**config.mk**
```make
export PLATFORM = sky130hd
export DESIGN_NAME = mem_arbiter
export DESIGN_NICKNAME = d
export VERILOG_FILES = /design/src/rtl/arb_types.sv /design/src/rtl/rv32i_types.sv /design/src/rtl/mem_arb_perf.sv /design/src/rtl/mem_arbiter.sv
export SDC_FILE = /design/constraint.sdc
export NUM_CORES = 1
export LEC_CHECK = 0
export BUFFER_PORTS_ARGS = -buffer_cell sky130_fd_sc_hd__buf_2
export CAP_MARGIN = 0
export CORE_UTILIZATION = 25
export CTS_CLUSTER_SIZE = 10
export DETAILED_ROUTE_END_ITERATION = 10
export PLACE_DENSITY = 0.58
export SLEW_MARGIN = 20
export SYNTH_ARGS = -nofsm -noshare
export SYNTH_HDL_FRONTEND = slang
export SYNTH_HIERARCHICAL = 1
export SYNTH_SLANG_ARGS = --single-unit
```
**constraint.sdc**
```tcl
create_clock -name clk -period 2.59 [get_ports clk]
set_input_delay 0.518 -clock clk [delete_from_list [all_inputs] [get_ports clk]]
set_output_delay 0.518 -clock clk [all_outputs]
set_load 0.005 [all_outputs]
```
**src/rtl/arb_types.sv**
```systemverilog
// Types and constants shared by the memory arbiter and its perf counter block.
package arb_types;
  typedef enum logic [1:0] {IDLE, SERVE_I, SERVE_D} arb_state_t;
  typedef enum logic [1:0] {GRANT_NONE, GRANT_I, GRANT_D} grant_t;
  localparam logic [3:0] ARB_RD_MASK = 4'hF;
endpackage

```
**src/rtl/rv32i_types.sv**
```systemverilog
// Core-wide RV32I scalar types shared by the datapath and memory-side blocks.
package rv32i_types;
  typedef logic [31:0] rv32i_word;
endpackage

```
**src/rtl/mem_arb_perf.sv**
```systemverilog
// Grant and fetch-stall counters for mem_arbiter; only built when MEM_ARB_PERF_EN is defined.
`ifdef MEM_ARB_PERF_EN
module mem_arb_perf (
  input  logic        clk,
  input  logic        rst_n,
  input  logic        i_grant,
  input  logic        d_grant,
  input  logic        i_stall,
  output logic [31:0] perf_i_grants,
  output logic [31:0] perf_d_grants,
  output logic [31:0] perf_i_stall
);
  logic [31:0] i_grants_q, i_grants_d;
  logic [31:0] d_grants_q, d_grants_d;
  logic [31:0] i_stall_q, i_stall_d;

  // Free-running counters; natural 32-bit wrap is intended.
  always_comb begin
    i_grants_d = i_grants_q + {31'd0, i_grant};
    d_grants_d = d_grants_q + {31'd0, d_grant};
    i_stall_d  = i_stall_q + {31'd0, i_stall};
  end

  always_ff @(posedge clk or negedge rst_n) begin
    if (!rst_n) begin
      i_grants_q <= '0;
      d_grants_q <= '0;
      i_stall_q  <= '0;
    end else begin
      i_grants_q <= i_grants_d;
      d_grants_q <= d_grants_d;
      i_stall_q  <= i_stall_d;
    end
  end

  assign perf_i_grants = i_grants_q;
  assign perf_d_grants = d_grants_q;
  assign perf_i_stall  = i_stall_q;
endmodule
`endif

```
**src/rtl/mem_arbiter.sv**
```systemverilog
// Single-port memory arbiter: D-over-I priority with an I starvation guard.
// Define MEM_ARB_PERF_EN to add the perf_* counter outputs.
module mem_arbiter
  import rv32i_types::*, arb_types::*;
#(
  parameter int unsigned STARVE_LIMIT = 4
) (
  input  logic       clk,
  input  logic       rst,
  input  logic       i_read,
  input  rv32i_word  i_address,
  output rv32i_word  i_rdata,
  output logic       i_resp,
  input  logic       d_read,
  input  logic       d_write,
  input  logic [3:0] d_byte_enable,
  input  rv32i_word  d_address,
  input  rv32i_word  d_wdata,
  output rv32i_word  d_rdata,
  output logic       d_resp,
  output logic       mem_read,
  output logic       mem_write,
  output logic [3:0] mem_byte_enable,
  output rv32i_word  mem_address,
  output rv32i_word  mem_wdata,
  input  logic       mem_resp,
  input  rv32i_word  mem_rdata
`ifdef MEM_ARB_PERF_EN
  ,
  output logic [31:0] perf_i_grants,
  output logic [31:0] perf_d_grants,
  output logic [31:0] perf_i_stall
`endif
);
  localparam logic [3:0] LIMIT = STARVE_LIMIT[3:0];

  arb_state_t state_q, state_d;
  grant_t     grant;
  logic [3:0] starve_cnt_q, starve_cnt_d;
  logic       mem_read_q, mem_read_d;
  logic       mem_write_q, mem_write_d;
  logic [3:0] mem_be_q, mem_be_d;
  rv32i_word  mem_addr_q, mem_addr_d;
  rv32i_word  mem_wdata_q, mem_wdata_d;
  logic       d_pending;

  assign d_pending = d_read | d_write;

  // Arbitration only happens in IDLE, which gives the bubble between transactions.
  always_comb begin
    grant = GRANT_NONE;
    if (state_q == IDLE) begin
      if (d_pending && (!i_read || (starve_cnt_q < LIMIT))) grant = GRANT_D;
      else if (i_read)                                      grant = GRANT_I;
    end
  end

  always_comb begin
    state_d      = state_q;
    starve_cnt_d = starve_cnt_q;
    mem_read_d   = mem_read_q;
    mem_write_d  = mem_write_q;
    mem_be_d     = mem_be_q;
    mem_addr_d   = mem_addr_q;
    mem_wdata_d  = mem_wdata_q;
    i_resp       = 1'b0;
    d_resp       = 1'b0;

    case (grant)
      GRANT_D: begin
        state_d     = SERVE_D;
        mem_write_d = d_write;
        mem_read_d  = ~d_write;
        mem_be_d    = d_write ? d_byte_enable : ARB_RD_MASK;
        mem_addr_d  = d_address;
        mem_wdata_d = d_wdata;
        if (i_read && (starve_cnt_q < LIMIT)) starve_cnt_d = starve_cnt_q + 4'd1;
      end
      GRANT_I: begin
        state_d      = SERVE_I;
        mem_read_d   = 1'b1;
        mem_write_d  = 1'b0;
        mem_be_d     = ARB_RD_MASK;
        mem_addr_d   = i_address;
        starve_cnt_d = 4'd0;
      end
      default: ;
    endcase

    if (mem_resp && (state_q != IDLE)) begin
      i_resp      = (state_q == SERVE_I);
      d_resp      = (state_q == SERVE_D);
      state_d     = IDLE;
      mem_read_d  = 1'b0;
      mem_write_d = 1'b0;
    end
  end

  always_ff @(posedge clk or negedge rst) begin
    if (!rst) begin
      state_q      <= IDLE;
      starve_cnt_q <= 4'd0;
      mem_read_q   <= 1'b0;
      mem_write_q  <= 1'b0;
      mem_be_q     <= 4'd0;
      mem_addr_q   <= '0;
      mem_wdata_q  <= '0;
    end else begin
      state_q      <= state_d;
      starve_cnt_q <= starve_cnt_d;
      mem_read_q   <= mem_read_d;
      mem_write_q  <= mem_write_d;
      mem_be_q     <= mem_be_d;
      mem_addr_q   <= mem_addr_d;
      mem_wdata_q  <= mem_wdata_d;
    end
  end

  assign mem_read        = mem_read_q;
  assign mem_write       = mem_write_q;
  assign mem_byte_enable = mem_be_q;
  assign mem_address     = mem_addr_q;
  assign mem_wdata       = mem_wdata_q;
  assign i_rdata         = mem_rdata;
  assign d_rdata         = mem_rdata;

`ifdef MEM_ARB_PERF_EN
  mem_arb_perf u_perf (
    .clk           (clk),
    .rst_n         (rst),
    .i_grant       (grant == GRANT_I),
    .d_grant       (grant == GRANT_D),
    .i_stall       (i_read & ~i_resp),
    .perf_i_grants (perf_i_grants),
    .perf_d_grants (perf_d_grants),
    .perf_i_stall  (perf_i_stall)
  );
`endif
endmodule

```
==> flow_summary.ini <==
[synth]
synth_area_leaders = dfrtp_1 (51%), buf_4 (14%), mux2_2 (9.6%)
synth-seq-cells = 76
ys_types = 25
yosysTopAreaCellShare_pct = 50.8
yosysTopAreaCell = dfrtp_1
yosysWarnings = 6
syn_avg_cell_area_sq_um = 11.2
synth_area_sq_um = 3750
syn_nets = 477
syn_inst = 335
ys_seq_area_share_pct = 50.8

[drt]
vias_per_cell = 4.21
vias = 2662
wirelength_um = 8440
first_pass_iters = 4
first_iter_violations = 66
postRouteAntennaNets = 0
routedWlPerCell_um = 13.3
drc = 0

[layout]
num_antenna_cells = 0
layout-drive-gt1-share_pct = 50.8
final_cells = 633
syn2layout_area_growth_pct = 23.8
finalNetCount = 588

[worst_setup_path]
start_kind = flop
regToRegStartpoint = state_q[1]
cp.required_ns = 2.79
cp_data_arrival_time_ns = 2.31
crit_path_start = state_q[1]
crit_chain = nor2_1, o311ai_0, inv_1, ha_2, buf_12, mux2i_1, o21ai_0
crit_type = reg2reg
slowest_stage = dfrtp_1
cpPeakStageDelay_ns = 0.42
end_kind = flop
cp_max_fo = 32

[run]
drv_cap = 0

[cts]
post_cts_buffers = 0
clockRootBuffer = clkbuf_16
cts_hold_buf = 0
cts-resized-gates = 0
ctsLongestPathBuffers = 2
cts.sinks = 76
cts_htree_levels = 3
clk_latency_ns = 0.33
clkTransAtPathRegs_ns = 0.06
cts_tree = yes
cts_buffers = 9

[placed_design]
port_buffers = 177
dp_cells = 619
hpwl_um = 6300
place_congestion = 0.727

[timing]
finalSetupTns_ns = 0
rsz0062_at_grt = false
period_minus_slack_ns = 2.11
worst_slew_pin_slew_ns = 0.846
hold_viol = 0
setup_viol = 0
relSlewSlack_pct = 43.6
fin_crit_sh_pct = 81.5
finalMaxSlewViolations = 0
clock_skew_ns = 0.00748
fmax_mhz = 474

[grt]
met3_usage_pct = 5.11
use_met1_pct = 13.0
grt_pass1_vias = 2757
busiest_layer = met2
antenna_found_initial = 0
gr-usage-met2_pct = 18.2
grt_max_degree = 73
grt_pass1_wl_um = 13800
grt_overflow = 0
grt_usage_pct = 11.5

[power_and_ir_drop]
ir_drop_uv = 375
p_leak_nw = 2.25
power_density_nw_per_um2 = 1200

[die]
die_w_um = 124
core.rowCount = 44
io_pins = 274
die_h_um = 124
core_area_sq_um = 14600
die_area_sq_um = 15500
start_util_pct = 25.7

[worst_hold_path]
worstHoldPathType = in2async

[status]
outcome = completed
[sequential cells by signal, summed over array words and instances, names as in the netlist]
| register | cells |
|---|---|
| starve_cnt_q | 4 |
| mem_wdata | 32 |
| state_q | 2 |
| mem_write | 1 |
| mem_byte_enable | 4 |
| mem_read | 1 |
| mem_address | 32 |
[layer usage]
metal	part of all wire (%)	vias to the layer above
met1	40	1228
li1	-	1286
met3	8.1	27
met2	48	121
met5	0	-
met4	3.6	0
[kinds of logic after synthesis]
| logic type | after synthesis | share of synthesized area [%] |
|---|---|---|
| compound gates | 49 | 6.95 |
| fa+ha+maj | 4 | 1.34 |
| mux | 67 | 19.1 |
| flops | 76 | 50.8 |
| simple gates | 51 | 5.88 |
| buf+inv | 88 | 16.0 |
[power by group]
group          leakage, nW  internal, mW  switching [mW]
sequential           0.907          1.79           0.306
combinational         1.21          1.18            1.12
clock                0.135         0.732           0.452
[path summary, 6_finish.rpt]
kind	endpoint	slack, ns	cells past startpoint
setup / recovery	mem_address[31]	0.48	7
hold / removal	mem_write	0.30	1
setup reg to reg	mem_address[31]	0.48	7
hold reg to reg	mem_address[17]	0.48	2
max in group asynchronous	mem_wdata[4]	1.60	2
min in group clk	mem_wdata[28]	0.41	2
[cell usage in the layout (no fill, tap or decap), types with 2 or more instances in the layout]
master and instances:
buf_12 3, o21ai_0 35, dfrtp_1 76, clkinv_2 2
nor3_1 5, mux2i_1 34, inv_1 7, clkbuf_16 9
buf_2 176, nor2_1 6, buf_4 2, ha_1 2
nand2_1 35, mux2_2 32, a21oi_1 9, ha_2 2
clkbuf_1 2
[final cells by class]
class / count / area [sq um]
inverters: 7 / 26.3
flip-flops and latches: 76 / 1900
clock buffers: 11 / 233
multi-input cells: 171 / 1250
repair buffers: 181 / 956
clock inverters: 3 / 40.0
fillers: 1508 / 9950
well taps: 184 / 230
[cell usage after synthesis]
| cell | instances |
|---|---|
| mux2i_1 | 34 |
| dfrtp_1 | 76 |
| o21ai_0 | 35 |
| nor3_1 | 5 |
| buf_6 | 1 |
| a21oi_1 | 9 |
| o22ai_1 | 1 |
| inv_1 | 7 |
| mux2_2 | 32 |
| buf_2 | 5 |
| clkbuf_1 | 7 |
| nor2_1 | 6 |
| and4bb_1 | 1 |
| nand2_1 | 35 |
| o311a_1 | 1 |
| nand2b_1 | 1 |
| buf_4 | 68 |
| a21boi_0 | 1 |
| nand3b_1 | 1 |
| mux2_4 | 1 |
| o311ai_0 | 1 |
| nor2b_1 | 1 |
| o21a_1 | 1 |
| and3b_1 | 1 |
| ha_1 | 4 |
[stage by stage]
step	setup slack [ns]	area, sq um	utilization, %	hold WS (ns)	power (mW)
after floorplan	0.620	3750	-	0.222	3.55
after global routing	0.342	4640	31.8	0.364	6.08
after detailed placement	0.313	4370	29.9	0.472	4.49
final	0.479	4640	31.8	0.301	5.58
after CTS	0.489	4640	31.8	0.322	5.72
after global placement	0.392	4370	29.9	0.466	4.40
[critical path: cells and delay by family, from the launching register on]
kind                       cells  cell delay, ns
AOI/OAI and AO/OA              2            0.33
adders and majority gates      1            0.33
buffers and inverters          2            0.41
DFF                            1            0.42
muxes                          1            0.24
and+or+nand+nor                1            0.20
Note: power is estimated with default switching activity, not from simulation.
